File: config.mk
export PLATFORM = sky130hd
export DESIGN_NAME = ras_ctrl
export DESIGN_NICKNAME = d
export VERILOG_FILES = /design/src/rtl/sys_defs.sv /design/src/rtl/ras_ctrl_predecode.sv /design/src/rtl/ras_ctrl.sv
export SDC_FILE = /design/constraint.sdc
export NUM_CORES = 1
export LEC_CHECK = 0
export CORE_ASPECT_RATIO = 0.75
export CORE_MARGIN = 3
export CORE_UTILIZATION = 30
export DETAILED_ROUTE_END_ITERATION = 12
export GPL_TIMING_DRIVEN = 1
export PLACE_DENSITY = 0.87
export SLEW_MARGIN = 20
export SYNTH_ARGS = -nofsm -noshare
export SYNTH_HDL_FRONTEND = slang
export SYNTH_SLANG_ARGS = --single-unit
File: constraint.sdc
create_clock -name clock -period 2.15 [get_ports clock]
set_input_delay 0.215 -clock clock [delete_from_list [all_inputs] [get_ports clock]]
set_output_delay 0.215 -clock clock [all_outputs]
set_load 0.05 [all_outputs]
File: src/rtl/sys_defs.sv
// Shared sizing and Alpha control-flow opcode constants for the RAS controller.
package sys_defs;

    localparam int RAS_SIZE = 8;
    localparam int DEPTH_W  = $clog2(RAS_SIZE) + 1;

    localparam logic [5:0] OP_BSR = 6'h34;
    localparam logic [5:0] OP_JSR = 6'h1A;

    typedef enum logic [1:0] {
        HINT_JMP  = 2'b00,
        HINT_JSR  = 2'b01,
        HINT_RET  = 2'b10,
        HINT_CORO = 2'b11
    } jsr_hint_e;

endpackage

File: src/rtl/ras_ctrl_predecode.sv
// Combinational call/return classifier for Alpha BSR and JSR-group instructions.
module ras_predecode
    import sys_defs::*;
(
    input  logic [31:0] inst,
    output logic        is_call,
    output logic        is_return
);

    logic [5:0] opc;
    jsr_hint_e  hint;

    assign opc  = inst[31:26];
    assign hint = jsr_hint_e'(inst[15:14]);

    always_comb begin
        is_call   = 1'b0;
        is_return = 1'b0;
        if (opc == OP_BSR) begin
            is_call = 1'b1;
        end else if (opc == OP_JSR) begin
            is_call   = hint inside {HINT_JSR, HINT_CORO};
            is_return = hint inside {HINT_RET, HINT_CORO};
        end
    end

endmodule

File: src/rtl/ras_ctrl.sv
// Fetch-side RAS controller: stage register, push/pop issue, return prediction.
// Optional statistics counters are enabled with RAS_CTRL_STATS_EN.
module ras_ctrl
    import sys_defs::*;
(
    input  logic               clock,
    input  logic               reset,
    input  logic               if_valid,
    input  logic [31:0]        if_pc,
    input  logic [31:0]        if_inst,
    input  logic               stall,
    input  logic               squash,
    input  logic [31:0]        ras_next_pc,
    input  logic               ras_valid,
    output logic               ras_write_en,
    output logic               ras_clear_en,
    output logic [31:0]        ras_current_pc,
    output logic               out_valid,
    output logic [31:0]        out_pc,
    output logic [31:0]        out_inst,
    output logic               pred_valid,
    output logic [31:0]        pred_target,
`ifdef RAS_CTRL_STATS_EN
    output logic [31:0]        stat_calls,
    output logic [31:0]        stat_returns,
    output logic [31:0]        stat_ret_pred,
`endif
    output logic [DEPTH_W-1:0] depth
);

    logic               valid_q, valid_d;
    logic [31:0]        pc_q, pc_d;
    logic [31:0]        inst_q, inst_d;
    logic               call_q, call_d;
    logic               ret_q, ret_d;
    logic [DEPTH_W-1:0] depth_q, depth_d;
    logic               pd_call, pd_ret;
    logic               fire;

    ras_predecode u_predecode (
        .inst      (if_inst),
        .is_call   (pd_call),
        .is_return (pd_ret)
    );

    assign fire = valid_q & ~stall & ~squash;

    always_comb begin
        valid_d = valid_q;
        pc_d    = pc_q;
        inst_d  = inst_q;
        call_d  = call_q;
        ret_d   = ret_q;
        if (squash) begin
            valid_d = 1'b0;
            call_d  = 1'b0;
            ret_d   = 1'b0;
        end else if (!stall) begin
            valid_d = if_valid;
            pc_d    = if_pc;
            inst_d  = if_inst;
            call_d  = pd_call;
            ret_d   = pd_ret;
        end
    end

    // A coroutine (push and pop together) replaces the top: occupancy unchanged.
    always_comb begin
        depth_d = depth_q;
        if (fire && call_q && !ret_q) begin
            if (depth_q != DEPTH_W'(RAS_SIZE))
                depth_d = depth_q + 1'b1;
        end else if (fire && ret_q && !call_q) begin
            if (depth_q != '0)
                depth_d = depth_q - 1'b1;
        end
    end

    always_ff @(posedge clock) begin
        if (reset) begin
            valid_q <= 1'b0;
            pc_q    <= '0;
            inst_q  <= '0;
            call_q  <= 1'b0;
            ret_q   <= 1'b0;
            depth_q <= '0;
        end else begin
            valid_q <= valid_d;
            pc_q    <= pc_d;
            inst_q  <= inst_d;
            call_q  <= call_d;
            ret_q   <= ret_d;
            depth_q <= depth_d;
        end
    end

    assign ras_write_en   = fire & call_q;
    assign ras_clear_en   = fire & ret_q;
    assign ras_current_pc = pc_q;
    assign out_valid      = valid_q;
    assign out_pc         = pc_q;
    assign out_inst       = inst_q;
    assign pred_valid     = valid_q & ret_q & ras_valid;
    assign pred_target    = ras_next_pc;
    assign depth          = depth_q;

`ifdef RAS_CTRL_STATS_EN
    logic [31:0] calls_q, returns_q, pred_q;

    always_ff @(posedge clock) begin
        if (reset) begin
            calls_q   <= '0;
            returns_q <= '0;
            pred_q    <= '0;
        end else begin
            if (fire && call_q && calls_q != '1)
                calls_q <= calls_q + 1'b1;
            if (fire && ret_q && returns_q != '1)
                returns_q <= returns_q + 1'b1;
            if (fire && pred_valid && pred_q != '1)
                pred_q <= pred_q + 1'b1;
        end
    end

    assign stat_calls    = calls_q;
    assign stat_returns  = returns_q;
    assign stat_ret_pred = pred_q;
`endif

endmodule

# [Yosys cells after proc, flatten, opt, wreduce, memory -nomap -nowiden]
# Cells that the tools add are included.
[totals] mem_count=0 output_inout_bits=136 ram_bits=0 romBits=0 latch_bits=0 reg_bits=71
[op_classes] muxes=8 addsub=2 bitwise_logic=8 n_reduce_logical=14 n_lt_le_gt_ge=0 n_shift=0 n_eq_ne=7 div=0 mul=0
[op_table] operator="2-to-1 mux 4 bit" count=4
[op_table] operator="nonzero test 2 bit" count=4
[op_table] operator="AND 1 bit" count=6
[op_table] operator="== test 6 x 5 -> 1 bit, second input constant" count=1
[op_table] operator="== test 6 bit, second input constant" count=1
[op_table] operator="adder 4 x 1 -> 4 bit, second input constant" count=1
[op_table] operator="== test 2 bit, second input constant" count=2
[op_table] operator="logical AND 1 bit" count=4
[op_table] operator="2-to-1 mux 1 bit" count=4
[op_table] operator="inequality test 4 bit, second input constant" count=1
[op_table] operator="nonzero test 4 bit" count=1
[op_table] operator="subtractor 4 x 1 -> 4 bit, second input constant" count=1
[op_table] operator="AND reduction 3 bit" count=1
[op_table] operator="== test 2 x 1 -> 1 bit, second input constant" count=1
[op_table] operator="logical NOT 1 bit" count=2
[op_table] operator="inequality test 2 x 1 -> 1 bit, second input constant" count=1
[op_table] operator="inverter 1 bit" count=2
[op_table] operator="AND reduction 2 bit" count=1
[op_table] operator="OR reduction 2 bit" count=1

# [Logic depth before layout (Yosys ltp)]
# Gate-level depths: netlist of the first run.
[depth] depth_word=7 ltp_mapped=9 ltp_nobuf=8

# [Modules after synthesis]
# Synthesis of the first run repeated with hierarchy kept, for this count alone.
[unflattened] cells_unflattened=402 hier_area_um2=3254.4
[modules_own_cells] mod="ras_ctrl" n_inst=1 area_per_inst_um2=3175.5 seq_area_each_um2=1421.4 cells_each=395
[modules_own_cells] mod="ras_predecode" n_inst=1 area_per_inst_um2=78.8 seq_area_each_um2=0.0 cells_each=7

# [Worst setup path before layout of the first run]
# Ideal clock, no wire load.
[synth_timing] kind="reg-to-reg" start="register valid_q (netlist: out_valid)" end="register depth_q[3] (netlist: depth[3])" t_required_ns=2.058 period_less_slack_ns=2.491 path_buffers=1 path_slack_ns=-0.341 stages_incl_launch_ff=9 arrival_ns=2.399 path_cell_list="dfxtp_1 -> clkbuf_1 -> nand2_1 -> or2_2 -> ha_1 -> or2_2 -> a211oi_1 -> nor3_1 -> nor4_1"
[synth_between] elab_chain_len=6 elab_cells_between_ends=11
[synth_lines] item="start: declaration" line_no="ras_ctrl.sv:31" rtl="logic valid_q, valid_d;"
[synth_lines] item="start signal: assignment" line_no="ras_ctrl.sv:88" rtl="valid_q <= valid_d;"
[synth_lines] item="AND 1 bit * (2 in series)" line_no="ras_ctrl.sv:46" rtl="assign fire = valid_q & ~stall & ~squash;"
[synth_lines] item="logical AND 1 bit (on tied branches) (2 in series)" line_no="ras_ctrl.sv:70, ras_ctrl.sv:73"
[synth_lines] item="inequality test 2 x 1 -> 1 bit (no source line) / nonzero test 2 bit (equally long branches)"
[synth_lines] item="AND reduction 3 bit (no source line)"
[synth_lines] item="end signal: assignment" line_no="ras_ctrl.sv:93" rtl="depth_q <= depth_d;"
[synth_lines] item="end: declaration" line_no="ras_ctrl.sv:36" rtl="logic [DEPTH_W-1:0] depth_q, depth_d;"
# Mark *: on every way between the ends. The rest lies on a longest branch, timed or not.
# A chain may end at the register's enable or synchronous reset.

# [Worst setup path in the final report of the first run]
[layout_timing] start="input stall" end="register depth_q[3] (netlist: depth[3])"
[layout_between] elab_chain_len=7 elab_cells_between_ends=12
[layout_lines] item="start: declaration" line_no="ras_ctrl.sv:11" rtl="input logic stall,"
[layout_lines] item="inverter 1 bit (no source line) *"
[layout_lines] item="AND 1 bit * (2 in series)" line_no="ras_ctrl.sv:46"
[layout_lines] item="logical AND 1 bit (on tied branches) (2 in series)" line_no="ras_ctrl.sv:70, ras_ctrl.sv:73"
[layout_lines] item="inequality test 2 x 1 -> 1 bit (no source line) / nonzero test 2 bit (equally long branches)"
[layout_lines] item="AND reduction 3 bit (no source line)"
# Marks and branches as above.

==> impl_metrics.json, run 1 <==
{
  "status": "complete, no violations",
  "hold_viol": 0,
  "synthesis.nets": 506,
  "finalCritPeriodShare": 0.958,
  "numPortBuffers": 173,
  "reg2reg_setup_slack_ns": 0.11,
  "min_period_ns": 2.06,
  "synth_area_um2": 3190,
  "timing.rr.start": "ret_q",
  "clock_skew_ns": 0.00170,
  "min_path_type": "input pin to primary output",
  "syn_inst": 401,
  "holdWs_ns": 0.430,
  "grt_usage": 0.147,
  "slew_violations": 0,
  "ctsRootBufferMaster": "clkbuf_16",
  "arrival_ns": 2.29,
  "hp-start": "ras_next_pc[7]",
  "critPathCaptureType": "flip-flop",
  "grt_pass1_vias": 2837,
  "hold_depth": 0,
  "ctsResizeCount": 0,
  "num_vias": 2969,
  "postRouteAntennaNets": 0,
  "drt_iter0_markers": 126,
  "post-cts-setup-buffer-count": 0,
  "synth.distinct_cells": 32,
  "crit_path_start": "stall",
  "start_util": 0.319,
  "vias_per_cell": 4.60,
  "ios": 238,
  "critical_path_class": "input pin to flip-flop",
  "antenna_found_initial": 0,
  "required_ns": 2.38,
  "numClockSinks": 71,
  "die_h_um": 95.3,
  "r2r-end": "depth[3]",
  "htree_levels": 3,
  "fin_area_um2": 4990,
  "fin_nets": 613,
  "maxCapViolCount": 0,
  "cts_tree": "built",
  "cts_hold_buffers": 0,
  "worstPathMaxFanout": 3,
  "fin_ws_ns": 0.0901,
  "setup_viol_count_final": 0,
  "cp-start-kind": "input pin",
  "fmax_mhz": 485,
  "grt_pass1_wl_mm": 14.2,
  "place_congestion": 0.742,
  "routed_wirelength_mm": 9.22,
  "place_area_um2": 4610,
  "cts.clk_slew.worst_paths_ns": 0.06,
  "num_rows": 31,
  "reg2regPathDepth": 7,
  "syn-mean-instance-area_um2": 7.96,
  "power.leakage_nw": 1.80,
  "drcViolationCount": 0,
  "ys_seq_elements": 71,
  "pre_cts_ws_ns": -0.245,
  "gr-total-overflow": 0,
  "dp_hpwl_mm": 6.81,
  "power-per-cell-area_nw_per_um2": 791,
  "insertedDiodeCount": 0,
  "tns_ns": 0,
  "ir_worst_vdd_v": 0.000518,
  "die_w_um": 125,
  "worst_pin_slew_ns": 0.666,
  "clockBufferDepth": 2,
  "drive_gt1_frac": 0.0799,
  "syn_to_final_growth_pct": 56.4,
  "drt_first_pass_iters": 4,
  "grt_max_degree": 71,
  "yosys_warnings": 0,
  "ys_seq_area_frac": 0.445,
  "core_um2": 10000,
  "min_to": "pred_target[7]",
  "wl_per_cell_um": 14.3,
  "clkLatencyLatePin_ns": 0.32,
  "slew_headroom": 0.556,
  "cts_buffers": 9,
  "dieArea_um2": 11900
}
-- kinds of logic after synthesis --
group / synth area share
buffers and inverters: 0.188
adders and majority gates: 0.0141
xor gates and xnor gates: 0.00274
DFF: 0.445
muxes: 0.00627
and+or+nand+nor: 0.209
AOI/OAI and AO/OA: 0.134
-- power by group --
part	switching (mW)	internal, mW	leakage [nW]
clock network	0.547	1.27	0.180
logic	0.444	0.286	1.04
registers	0.0355	1.37	0.581
-- state kept, by name, summed over array words and instances (netlist names) --
signal     cells
ret_q          1
out_pc        32
out_valid      1
call_q         1
depth          4
out_inst      32
-- cells in the mapped netlist, drive strengths merged --
cell type,number,area share
dfxtp,71,0.45
a211oi,6,0.016
o22ai,1,0.0020
a31oi,2,0.0039
nand2b,4,0.0078
nor2,2,0.0031
xnor2,1,0.0027
or2,3,0.0059
a211o,1,0.0027
or4b,1,0.0031
mux2i,2,0.0063
and4bb,2,0.0078
and3,3,0.0059
fa,1,0.0063
ha,2,0.0078
nor4bb,1,0.0031
a21oi,68,0.11
nor4b,1,0.0027
nor3,4,0.0063
clkbuf,16,0.025
nor4,3,0.0059
nor2b,1,0.0020
o2111a,1,0.0035
buf,72,0.16
nand2,132,0.16
-- through the flow --
stage	std cells	util	power [mW]
CTS	645	0.498	4.00
global route	645	0.499	4.09
detailed placement	629	0.461	2.17
global placement	629	0.461	2.16
finish	645	0.499	3.95
floorplan	401	-	2.04
-- cell type report --
| type | count | area [µm²] |
|---|---|---|
| tap | 132 | 165 |
| fill | 919 | 5010 |
| clock inverter | 4 | 97.6 |
| multi-input combinational | 242 | 1200 |
| clock buffer | 12 | 278 |
| timing repair buffer | 184 | 1830 |
| sequential | 71 | 1430 |
-- worst max path at each step --
stage / cells after the start / endpoint / slack, ns
finish: 9 / depth[3] / 0.09
global route: 7 / depth[3] / -0.002
CTS: 5 / ras_write_en / 0.05
detailed placement: 9 / depth[3] / -0.24
global placement: 9 / depth[3] / -0.18
floorplan: 8 / depth[3] / 0.07
-- metal layers --
layer	up-vias	GRT usage	share of wire
met5	-	0	0
met4	0	0.0460	0.0084
met3	5	0.0610	0.078
met2	127	0.260	0.51
met1	1380	0.165	0.40
li1	1457	-	-
-- layout by cell type (no fill, tap or decap), types with 2 or more instances in the layout --
cell,count
a21oi_1,68
a211oi_2,2
nor4_1,3
nor3_1,4
nand2b_1,3
clkbuf_16,10
clkdlybuf4s50_1,169
a31oi_1,2
nand2_1,132
buf_4,11
and3_1,3
dfxtp_1,70
buf_12,2
bufinv_16,3
or2_2,2
a211oi_1,4
clkbuf_8,2
mux2i_1,2
-- worst max-delay path, cell delays in order --
cell and delay, ns:
clkdlybuf4s50_1 0.47, nor2_4 0.14, nand2_1 0.08, or2_4 0.28, ha_1 0.31, a211o_1 0.32, a211oi_1 0.21, nor3_1 0.07
nor4_1 0.21
(Power assumes the default switching activity.)
==> inputs of run 2 (changes only) <==
--- a/config.mk
+++ b/config.mk
@@ -10,8 +10,7 @@
 export CORE_UTILIZATION = 30
 export DETAILED_ROUTE_END_ITERATION = 12
 export GPL_TIMING_DRIVEN = 1
-export PLACE_DENSITY = 0.87
-export SLEW_MARGIN = 20
+export PLACE_DENSITY = 0.85
 export SYNTH_ARGS = -nofsm -noshare
 export SYNTH_HDL_FRONTEND = slang
 export SYNTH_SLANG_ARGS = --single-unit
==> run 2 against run 1 <==
Compared with the run above:
- wire length decreased by 3.5%
- clock power decreased by 17%
- flip-flop and latch count unchanged
- power decreased by 7.7%
- clock skew increased by 0.0022 ns
- cell count decreased by 0.31%
- sequential share of layout area increased by 0.32 points
- highest routed layer unchanged
==> impl_metrics.json, run 2 (synthesis results as in run 1) <==
{
  "critPathMaxStageDelay_ns": 0.34,
  "power.leakage_nw": 1.79,
  "final_util": 0.493,
  "crit_family": "compound AO/OA/AOI/OAI gates",
  "reg2reg_setup_slack_ns": 0.08,
  "drcViolationCount": 0,
  "die_w_um": 125,
  "antenna_found_initial": 0,
  "regArea_um2": 1430,
  "clkLatencyLatePin_ns": 0.32,
  "crit_path_start": "ret_q",
  "postRouteAntennaNets": 0,
  "syn_to_final_growth_pct": 54.7,
  "r2r-end": "depth[3]",
  "crit_chain": "nand2b_2 -> or2_4 -> ha_1 -> a211o_1 -> a21oi_1 -> o2111a_1 -> nor4_1",
  "layout.cells.non_filler": 643,
  "worstPathMaxFanout": 5,
  "ctsRootBufferMaster": "clkbuf_16",
  "worst_pin_slew_ns": 0.730,
  "crit_slowest_cell": "dfxtp_1",
  "setup_viol_count_final": 0,
  "fin_nets": 612,
  "htree_levels": 3,
  "rsz0062_at_grt": "no",
  "fin_area_um2": 4940,
  "die_h_um": 95.3,
  "grt_max_degree": 71,
  "core_um2": 10000,
  "grt_usage": 0.146,
  "finalCritPeriodShare": 0.961,
  "min_path_type": "input pin to flip-flop",
  "dp_hpwl_mm": 6.51,
  "crit_buf_inv": 0,
  "num_vias": 2976,
  "reg2regPathDepth": 7,
  "gr-total-overflow": 0,
  "routed_wirelength_mm": 8.89,
  "critPathCaptureType": "flip-flop",
  "cts_buffers": 9,
  "power-per-cell-area_nw_per_um2": 739,
  "place_area_um2": 4620,
  "maxCapViolCount": 0,
  "clock_skew_ns": 0.00395,
  "endpoint": "depth[3]",
  "path_depth": 7,
  "cp-start-kind": "flip-flop",
  "status": "complete, no violations",
  "arrival_ns": 2.24,
  "multi_input_area_um2": 1200,
  "hold_depth": 3,
  "start_util": 0.319,
  "cts_tree": "built",
  "required_ns": 2.33,
  "drive_gt1_frac": 0.0744,
  "num_rows": 31,
  "numPortBuffers": 173,
  "clockBufferDepth": 2,
  "post-cts-setup-buffer-count": 0,
  "layout_commonest_cell": "clkdlybuf4s50_1",
  "holdWs_ns": 0.300,
  "fillers": 923,
  "drt_iter0_markers": 157,
  "insertedDiodeCount": 0,
  "timing.rr.start": "ret_q",
  "wl_per_cell_um": 13.8,
  "cts.clk_slew.worst_paths_ns": 0.06,
  "grt_pass1_wl_mm": 14.3,
  "slew_headroom": 0.513,
  "ir_worst_vdd_v": 0.000477,
  "critical_path_class": "flip-flop to flip-flop",
  "place_congestion": 0.766,
  "grt_pass1_vias": 2927,
  "slew_violations": 0,
  "fmax_mhz": 484,
  "hold_viol": 0,
  "dieArea_um2": 11900,
  "numClockSinks": 71,
  "dp.cells": 628,
  "ios": 238,
  "drt_first_pass_iters": 4,
  "layout_common_cells": "clkdlybuf4s50_1 (167), nand2_1 (132), dfxtp_1 (70)",
  "vias_per_cell": 4.63,
  "totalPowerFinal_mw": 3.65,
  "min_period_ns": 2.07
}
run 2: cell count changes in the layout (fill, tap and decap cells not counted), moves of 2 or more:
cell / delta
dlymetal6s2s_1: +2
bufinv_16: -2
clkbuf_1: +2
clkdlybuf4s50_1: -2
run 2: through the flow:
stage | setup slack, ns | TNS, ns
after global routing | 0.00517 | 0
after floorplan | 0.0663 | 0
after global placement | -0.178 | -0.178
final | 0.0834 | 0
after detailed placement | -0.268 | -0.268
after CTS | 0.0543 | 0
run 2: worst min path at each step:
stage | startpoint | to
2_1_floorplan | squash | out_valid
3_3_place_gp | ras_next_pc[10] | pred_target[10]
3_5_place_dp | ras_next_pc[10] | pred_target[10]
4_1_cts | if_inst[3] | out_inst[3]
5_1_grt | squash | call_q
6_report | squash | out_valid
run 2: metal layers:
metal | GRT usage | part of all wire | vias to the layer above | wire length [µm]
met4 | 0.0514 | 0.014 | 0 | 126
met3 | 0.0655 | 0.091 | 12 | 806
met5 | 0 | 0 | - | 0
met1 | 0.168 | 0.41 | 1363 | 3650
met2 | 0.244 | 0.48 | 143 | 4310
li1 | - | - | 1458 | -
run 2: timing repair:
item | CTS | global route
setup endpoints to repair | 0 | 3
hold buffers | 0 | 0
resized for setup | 0 | 4
run 2: cell type report:
class | instances | area share
clock buffer | 13 | 0.0550
sequential | 71 | 0.289
multi-input combinational | 242 | 0.243
timing repair buffer | 183 | 0.372
clock inverter | 2 | 0.00760
tap | 132 | 0.0334
run 2: power by group:
part           internal (mW)  switching, mW  total, mW
registers               1.37         0.0346       1.41
clock network          0.994          0.519       1.51
logic                  0.287          0.442      0.729
run 2: worst register-to-register path, stage by stage (launching register included):
cell and delay, ns:
dfxtp_1 0.34, nand2b_2 0.23, or2_4 0.28, ha_1 0.32, a211o_1 0.33, a21oi_1 0.17
o2111a_1 0.21, nor4_1 0.05
